--- config.mk ---
export PLATFORM = sky130hd
export DESIGN_NAME = uart_rx
export DESIGN_NICKNAME = d
export VERILOG_FILES = /design/src/rtl/uart_pkg.sv /design/src/rtl/uart_rx_sync.sv /design/src/rtl/uart_rx.sv
export SDC_FILE = /design/constraint.sdc
export NUM_CORES = 1
export LEC_CHECK = 0
export BUFFER_PORTS_ARGS = -buffer_cell sky130_fd_sc_hd__buf_4
export CORE_MARGIN = 2
export CORE_UTILIZATION = 50
export CTS_CLUSTER_SIZE = 8
export DETAILED_ROUTE_END_ITERATION = 8
export PLACE_DENSITY = 0.72
export SLEW_MARGIN = 20
export SYNTH_ARGS = -nofsm -noshare
export SYNTH_HDL_FRONTEND = slang
export SYNTH_HIERARCHICAL = 1
export SYNTH_SLANG_ARGS = --single-unit
--- constraint.sdc ---
create_clock -name clock -period 2.24 [get_ports clock]
set_input_delay 0.448 -clock clock [delete_from_list [all_inputs] [get_ports clock]]
set_output_delay 0.448 -clock clock [all_outputs]
set_load 0.01 [all_outputs]
--- src/rtl/uart_pkg.sv ---
// Shared UART definitions: receiver state encoding, default bit period and
// frame shape constants used by both sides of the serial link.
package uart_pkg;

  // 50 MHz system clock at 115200 baud.
  localparam int UART_CLOCK_BIT_DEFAULT = 434;

  // 8N1 frame shape.
  localparam int DATA_BITS = 8;
  localparam int STOP_BITS = 1;

  // Receiver states. WAIT_IDLE absorbs a break or a bad stop bit until the
  // line returns high, so a line held low never produces repeated frames.
  typedef enum logic [2:0] {
    IDLE      = 3'd0,
    START     = 3'd1,
    DATA      = 3'd2,
    STOP      = 3'd3,
    WAIT_IDLE = 3'd4
  } uart_state_e;

  // Counter value at the centre of the start bit.
  function automatic int half_bit(input int clock_bit);
    return (clock_bit - 1) / 2;
  endfunction

endpackage

--- src/rtl/uart_rx_sync.sv ---
// Two-flop synchroniser for an asynchronous input that idles high.
// Reusable for any other asynchronous level input.
module uart_rx_sync (
  input  logic clk_i,
  input  logic rst_ni,
  input  logic d_i,
  output logic q_o
);

  logic meta_q;
  logic sync_q;

  // Shift the raw input through two flops; both reset to the idle level.
  always_ff @(posedge clk_i or negedge rst_ni) begin
    if (!rst_ni) begin
      meta_q <= 1'b1;
      sync_q <= 1'b1;
    end else begin
      meta_q <= d_i;
      sync_q <= meta_q;
    end
  end

  assign q_o = sync_q;

endmodule

--- src/rtl/uart_rx.sv ---
// UART 8N1 receiver. Oversamples the synchronised rx line, confirms the start
// bit at its centre, then samples every following bit one bit period later.
// Delivers each good byte with a one-cycle done pulse; a low stop bit gives a
// one-cycle frame_error pulse instead and leaves data untouched.
//
// There is no handshake: data holds the last good byte until the next good
// frame overwrites it, and done/frame_error are single-cycle strobes that the
// consumer must catch in the cycle they are high.
module uart_rx
  import uart_pkg::*;
#(
  parameter int uart_clock_bit = UART_CLOCK_BIT_DEFAULT
) (
  input  logic       clock,
  input  logic       reset,
  input  logic       rx,
  output logic [7:0] data,
  output logic       active,
  output logic       done,
  output logic       frame_error
);

  localparam int CW = $clog2(uart_clock_bit);
  localparam int IW = $clog2(DATA_BITS);
  localparam logic [CW-1:0] CNT_LAST = CW'(uart_clock_bit - 1);
  localparam logic [CW-1:0] CNT_HALF = CW'(half_bit(uart_clock_bit));
  localparam logic [IW-1:0] IDX_LAST = IW'(DATA_BITS - 1);

  logic                 rx_s;
  uart_state_e          state_q;
  logic [CW-1:0]        cnt_q;
  logic [IW-1:0]        idx_q;
  logic [DATA_BITS-1:0] shift_q;
  logic [7:0]           data_q;
  logic                 active_q;
  logic                 done_q;
  logic                 ferr_q;

  uart_rx_sync u_sync (
    .clk_i  (clock),
    .rst_ni (reset),
    .d_i    (rx),
    .q_o    (rx_s)
  );

  // Frame FSM with registered outputs; strobes default low every cycle.
  always_ff @(posedge clock or negedge reset) begin
    if (!reset) begin
      state_q  <= IDLE;
      cnt_q    <= '0;
      idx_q    <= '0;
      shift_q  <= '0;
      data_q   <= 8'h00;
      active_q <= 1'b0;
      done_q   <= 1'b0;
      ferr_q   <= 1'b0;
    end else begin
      done_q <= 1'b0;
      ferr_q <= 1'b0;
      case (state_q)
        IDLE: begin
          active_q <= 1'b0;
          if (!rx_s) begin
            state_q  <= START;
            cnt_q    <= '0;
            active_q <= 1'b1;
          end
        end
        START: begin
          if (cnt_q == CNT_HALF) begin
            if (rx_s) begin
              // Line went back high before mid start bit: treat as a glitch.
              state_q  <= IDLE;
              active_q <= 1'b0;
            end else begin
              state_q <= DATA;
              cnt_q   <= '0;
              idx_q   <= '0;
            end
          end else begin
            cnt_q <= cnt_q + CW'(1);
          end
        end
        DATA: begin
          if (cnt_q == CNT_LAST) begin
            shift_q[idx_q] <= rx_s;
            cnt_q          <= '0;
            idx_q          <= idx_q + IW'(1);
            if (idx_q == IDX_LAST) begin
              state_q <= STOP;
            end
          end else begin
            cnt_q <= cnt_q + CW'(1);
          end
        end
        STOP: begin
          if (cnt_q == CNT_LAST) begin
            cnt_q    <= '0;
            active_q <= 1'b0;
            if (rx_s) begin
              data_q  <= shift_q;
              done_q  <= 1'b1;
              state_q <= IDLE;
            end else begin
              ferr_q  <= 1'b1;
              state_q <= WAIT_IDLE;
            end
          end else begin
            cnt_q <= cnt_q + CW'(1);
          end
        end
        WAIT_IDLE: begin
          active_q <= 1'b0;
          if (rx_s) begin
            state_q <= IDLE;
          end
        end
        default: begin
          state_q  <= IDLE;
          active_q <= 1'b0;
        end
      endcase
    end
  end

  assign data        = data_q;
  assign active      = active_q;
  assign done        = done_q;
  assign frame_error = ferr_q;

endmodule
After elaboration in Yosys (flattened, before gate mapping):

Cells that the tools add are included.

* input port bits: 3
* register bits after elaboration: 36

* $add $sub $neg: 2
* multiplexer cells: 30
* eq/ne operators: 15
* reduce and logical (&&, ||, !) cells: 10
* order comparisons: 2
* bitwise gates (word level): 1

Operators by type and width (count)
* 3-bit 2-to-1 mux: 10
* 9-bit 2-to-1 mux: 3
* 9-bit case mux with 3 select lines: 1
* 3-bit case mux with 5 select lines: 1
* 2-bit inequality test (second input constant): 6
* 1-bit 2-to-1 mux: 10
* 9-bit by 1-bit adder with 9-bit output (second input constant): 1
* 9-bit by 8-bit == test with 1-bit output (second input constant): 1
* 9-bit == test (second input constant): 1
* 8-bit bitwise mux: 1
* 4-bit AND reduction: 2
* 3-bit by 2-bit == test with 1-bit output (second input constant): 2
* 3-bit == test (second input constant): 2
* 3-bit case mux with 2 select lines: 1
* 6-bit AND reduction: 1
* 3-bit by 4-bit < comparator with 1-bit output (second input constant): 1
* 2-bit by 1-bit inequality test with 1-bit output (second input constant): 2
* 1-bit case mux with 4 select lines: 1
* 3-bit by 1-bit adder with 3-bit output (second input constant): 1
* 1-bit demux with 3-bit select: 1
* 3-bit by 1-bit == test with 1-bit output (second input constant): 1
* 3-bit by 1-bit greater-or-equal comparator with 1-bit output (second input constant): 1
* 3-bit zero test: 1
* 3-bit AND reduction: 1
* other kinds (7): 7

Depth between registers and ports, before layout:

Gate-level depths: netlist of run 1.

* depth in word-level cells: 5
* depth in mapped cells: 7

Hierarchy:

The synthesis of run 1 kept the hierarchy.

Modules (own cells, without submodules)
* uart_rx: area each 1729.2 um2, instances 1, cells an instance 165
* uart_rx_sync: area each 52.6 um2, instances 1, cells an instance 2

Least setup slack after synthesis of run 1:

OpenSTA, ideal clock, no wires.

* path type: register to register
* start: register cnt_q[1]
* end: register shift_q[0]
* setup time: 125 ps
* buffers on the path: 0
* clock period less this slack: 1761 ps
* required time: 2115 ps
* slack: 479 ps
* data arrival time: 1636 ps
* cell stages (with the launch flop): 7
* path through: dfrtp_1 inv_1 ha_1 and4bb_2 nand3_1 nor4b_1 mux2_2

* cells in the longest elaborated chain, start to end: 2

RTL lines
* from (decl): RTL line uart_rx.sv:31 `logic [CW-1:0] cnt_q;`
* from (signal assigned): RTL line uart_rx.sv:81 `cnt_q <= cnt_q + CW'(1);`
* from (signal assigned): RTL line uart_rx.sv:93 `cnt_q <= cnt_q + CW'(1);`
* from (signal assigned): RTL line uart_rx.sv:109 `cnt_q <= cnt_q + CW'(1);`
* 9-bit == test: RTL line uart_rx.sv:85 `if (cnt_q == CNT_LAST) begin`
* 2-bit AND reduction (no line)
* to (signal, indexed assignment): RTL line uart_rx.sv:86 `shift_q[idx_q] <= rx_s;`
* to (decl): RTL line uart_rx.sv:33 `logic [DATA_BITS-1:0] shift_q;`

Every way passes these cells.
A chain may end at the register's enable or synchronous reset.

Final worst setup path of run 1:

* start: register cnt_q[1]
* end: register data_q[6] (netlist: data[6])

* cells in the longest elaborated chain, start to end: 2

RTL lines
* 9-bit == test: RTL line uart_rx.sv:97 `if (cnt_q == CNT_LAST) begin`
* 3-bit AND reduction (no line)
* to (signal assigned): RTL line uart_rx.sv:101 `data_q <= shift_q;`
* to (decl): RTL line uart_rx.sv:34 `logic [7:0] data_q;`

Every way passes these cells.

==> results.yml, run 1 <==
critical_path:
  reg2regPathDepth: 6
  r2r_end: "data[6]"
  startpoint_type: "register"
  crit_path_end_kind: "register"
  crit_fanout: 9
  r2r_slack_ns: 0.25
  cp.arrival_ns: 2.21
  r2r-start: "cnt_q[1]"
  critPathRequiredTime_ns: 2.46
  criticalPathCategory: "reg2reg"
synth:
  synth.top_cell.area_share_pct: 47.8
  synthFlopType: "dfrtp_1"
  synth_cell_types: 33
  async_reset_ff_share_pct: 100
  synth_area_sq_mm: 0.00178
  synth_top_family_by_area: "simple AND/OR/NAND/NOR gates"
  syn-instance-count: 167
  syn_area_per_cell_sq_um: 10.7
  synth_top_area_cell: "dfrtp_1"
  ys_warn_count: 6
  ys_seq_elements: 36
  yosys-top-cells-area: "dfrtp_1 (48%), mux2_2 (10%), ha_1 (3.5%)"
  synth_edf_count: 0
  synthSimpleGateAreaFrac_pct: 18.3
  syn_nets: 175
  synthMuxAreaShare_pct: 10.1
  ys_seq_area_share_pct: 50.7
  synth_fa_ha_area_share_pct: 3.51
  yosys.area_share.xor_xnor_pct: 0
  synth_compound_area_share_pct: 12.7
layout:
  layout_commonest_cell: "dfrtp_1"
  drive_above_1_share_pct: 25.1
  instances_no_fill: 229
  fin_nets: 190
  num_antenna_cells: 0
  final_cell_mix: "dfrtp_1 (34), mux2_2 (16), buf_4 (15)"
  syn_to_final_growth_pct: 11.9
  nFillCells: 290
clock_network:
  cts_tree: "done"
  postCtsSetupRepairBufs: 0
  insertion_delay_ns: 0.34
  clk_transition_reported_paths_ns: 0.11
  cts.htree.levels: 2
  clockRootBuffer: "clkbuf_4"
  cts_hold_buf: 0
  clock_path_buffers: 2
  clock_sinks: 36
  cts_resized: 0
  cts_buffers: 5
sta:
  setup-violations-final: 0
  grt_setup_unrepaired: "false"
  finalSetupTns_ns: 0
  hold_viol: 0
  worstMarginPinSlew_ns: 0.493
  slew_viol_final: 0
  min_period_ns: 1.99
  setup_ws_ns: 0.253
  period_share_pct: 88.7
  fmax_mhz: 503
  slew_headroom_pct: 66.9
  fin_skew_ns: 0.0106
routing:
  wirelength_um: 3340
  drc: 0
  drtIter0Drc: 76
  firstDrtPassIters: 4
  vias: 1330
  wl_per_cell_um: 14.6
  vias_per_cell: 5.81
  ant_nets: 0
place:
  port_buffers: 13
  place_ws_ns: 0.257
  place_hpwl_um: 2410
  gp_congestion: 0.836
  dpl.cell_count: 221
die:
  io_pins: 14
  num_rows: 21
  dieHeight_um: 63.7
  die_x_um: 63.7
  die-area_sq_mm: 0.00406
  core_area_sq_mm: 0.00339
  initial_core_util_pct: 52.6
min_path:
  hp-class: "in2async"
power_and_ir_drop:
  ir_drop_v: 0.000621
  p_leak_uw: 0.000947
  power_per_cell_area_mw_per_mm2: 562
  power.total_uw: 1120
global_routing:
  grt_overflow_total: 0
  grt_usage_pct: 19.5
  grt_pass1_wl_um: 6110
  antenna_found_initial: 0
  grt_start_max_net_pins: 37
  grt_pass1_vias: 1342
flow_run:
  drv_cap: 0
outcome:
  outcome: "complete, no violations"
-- logic make-up (layout without fill, tap and decap cells) --
| group | after synthesis | count (layout) |
|---|---|---|
| adder cells (fa/ha/maj) | 5 | 5 |
| AND/OR/NAND/NOR | 55 | 55 |
| AO/OA/AOI/OAI | 36 | 36 |
| multiplexers | 16 | 16 |
| buffers and inverters | 19 | 35 |
| flip-flops | 36 | 36 |
-- synth_stat cells, drive strengths merged (3+ instances only) --
master and count:
dfrtp 34, mux2 16, inv 12, nand3 12, o21ai 12, nor3 8
o22ai 8, nand2 7, nor2 7, a21oi 5, clkbuf 5, ha 5
nand4 4, o21a 4, and2 3
-- worst max-delay path: stages (launching register included) --
cell	delay [ns]
dfrtp_1	0.41
inv_1	0.10
ha_1	0.15
and4bb_2	0.30
and3_1	0.40
nand3_4	0.22
mux2_2	0.32
-- power by group --
part	switching (uW)	total [uW]	internal (uW)	leakage [uW]
Combinational	14.2	18.6	4.42	0.000430
Clock	212	445	233	0.0000412
Sequential	4.22	657	653	0.000476
Total	230	1120	890	0.000947
-- cell type report --
class	instances	area, sq um	share of cell area (%)
Inverter	12	45.0	2.26
Sequential cell	36	903	45.3
Timing Repair Buffer	15	113	5.65
Tap cell	46	57.6	2.89
Clock inverter	3	42.5	2.13
Multi-Input combinational cell	112	796	39.9
Clock buffer	5	37.5	1.88
-- sequential cells by signal (all words and copies together), names as in the netlist --
name           cells
idx_q              3
u_sync/meta_q      1
shift_q            8
state_q            3
active             1
cnt_q              9
frame_error        1
u_sync/q_o         1
data               8
done               1
-- metal layers --
layer	GRT usage, %	up-vias	wire length [um]
met5	0	-	0
met4	9.51	0	70
met3	3.93	9	171
met2	30.9	42	1580
met1	25.6	638	1520
li1	-	641	-
-- through the flow --
stage,cell area [sq um],utilization [%],hold slack [ns]
finish,1990,58.8,0.0432
global route,1990,58.8,0.0553
CTS,1990,58.8,0.0497
detailed placement,1910,56.5,0.351
global placement,1910,56.5,0.347
floorplan,1780,-,0.152
-- worst max path at each step --
stage | startpoint | endpoint | slack [ns] | cells after the start
after floorplan | cnt_q[1] | shift_q[0] | 0.48 | 6
after global placement | cnt_q[1] | data[0] | 0.38 | 6
after detailed placement | cnt_q[1] | data[7] | 0.26 | 6
after CTS | cnt_q[1] | data[5] | 0.26 | 6
after global routing | cnt_q[1] | data[6] | 0.14 | 6
final | cnt_q[1] | data[6] | 0.25 | 6
(Power assumes the default switching activity.)
==> inputs of run 2 (changes only) <==
==> constraint.sdc (replaced) <==
create_clock -name clock -period 2.3 [get_ports clock]
set_input_delay 0.46 -clock clock [delete_from_list [all_inputs] [get_ports clock]]
set_output_delay 0.46 -clock clock [all_outputs]
set_load 0.01 [all_outputs]
==> results.yml, run 2 (synthesis results as in run 1) <==
layout:
  seqCellArea_sq_um: 903
  layout_commonest_cell: "dfrtp_1"
  max_flop_register: "cnt_q"
  fin_nets: 190
  nFillCells: 287
  syn_to_final_growth_pct: 11.9
  multi_input_area_sq_um: 796
  largest_register_ff_count: 9
  num_antenna_cells: 0
  final_cell_mix: "dfrtp_1 (34), mux2_2 (16), buf_4 (15)"
  drive_above_1_share_pct: 25.1
sta:
  min_period_ns: 1.99
  period_share_pct: 86.3
  grt_setup_unrepaired: "false"
  fmax_mhz: 504
  worstMarginPinSlew_ns: 0.464
  setup_ws_ns: 0.315
  finalSetupTns_ns: 0
  slew_headroom_pct: 68.9
  hold_viol: 0
  slew_viol_final: 0
  setup-violations-final: 0
  fin_skew_ns: 0.0112
clock_network:
  postCtsSetupRepairBufs: 0
  cts_resized: 0
  cts_tree: "done"
  clock_path_buffers: 2
  clock_sinks: 36
  insertion_delay_ns: 0.35
  cts.htree.levels: 2
  clockRootBuffer: "clkbuf_4"
  cts_hold_buf: 0
  clk_transition_reported_paths_ns: 0.11
  cts_buffers: 5
critical_path:
  critPathRequiredTime_ns: 2.55
  r2r_slack_ns: 0.31
  r2r-start: "cnt_q[1]"
  reg2regPathDepth: 6
  startpoint_type: "register"
  criticalPathCategory: "reg2reg"
  crit_start: "cnt_q[1]"
  crit_path_end_kind: "register"
  cp.arrival_ns: 2.24
  crit_fanout: 5
global_routing:
  grt_pass1_vias: 1321
  grt_pass1_wl_um: 5940
  grt_overflow_total: 0
  grt_usage_pct: 19.1
  antenna_found_initial: 0
  grt_start_max_net_pins: 37
power_and_ir_drop:
  p_leak_uw: 0.000947
  ir_drop_v: 0.000598
  power_per_cell_area_mw_per_mm2: 551
routing:
  wirelength_um: 3320
  vias: 1333
  vias_per_cell: 5.82
  drtIter0Drc: 79
  firstDrtPassIters: 5
  ant_nets: 0
  wl_per_cell_um: 14.5
  drc: 0
die:
  num_rows: 21
  dieHeight_um: 63.7
  core_area_sq_mm: 0.00339
  die_x_um: 63.7
  io_pins: 14
  die-area_sq_mm: 0.00406
  initial_core_util_pct: 52.6
min_path:
  hp-class: "in2async"
place:
  place_ws_ns: 0.333
  port_buffers: 13
  place_hpwl_um: 2420
  gp_congestion: 0.836
outcome:
  outcome: "complete, no violations"
flow_run:
  drv_cap: 0
[run 2: worst paths after layout]
| path | endpoint |
|---|---|
| max | shift_q[4] |
| min | cnt_q[4] |
| max reg2reg | shift_q[4] |
| min reg2reg | u_sync/q_o |
| max in group asynchronous | u_sync/q_o |
| min in group clock | u_sync/meta_q |
[run 2: through the flow]
step                utilization (%)  hold WS, ns  power, uW  cell area [sq um]  cells
global placement               56.5        0.347        671               1910    221
floorplan                         -        0.164        655               1780    167
global route                   58.8       0.0585       1140               1990    229
detailed placement             56.5        0.351        671               1910    221
finish                         58.8       0.0351       1100               1990    229
CTS                            58.8       0.0489       1110               1990    229
[run 2: power by group]
group / internal, uW / switching (uW) / total [uW]
clock: 226 / 215 / 441
combinational: 4.31 / 13.7 / 18.0
sequential: 636 / 4.13 / 640
total: 867 / 233 / 1100
[run 2: area by class of cell]
cell class | count | area share [%]
clock inverter | 3 | 2.13
sequential | 36 | 45.3
multi-input combinational | 112 | 39.9
tap | 46 | 2.89
inverter | 12 | 2.26
timing repair buffer | 15 | 5.65
clock buffer | 5 | 1.88
[run 2: per-layer routing]
layer  share of wire [%]  GRT usage [%]
met3                 4.2           4.11
met1                  46           24.2
met5                   0              0
met4                 1.8           10.3
met2                  48           30.5
[run 2: critical path: stages, from the launching register on]
cell and delay (ns):
dfrtp_1 0.41, inv_1 0.10, ha_1 0.15, and4bb_2 0.29, nand3_1 0.19, nor3_1 0.39, mux2_2 0.38
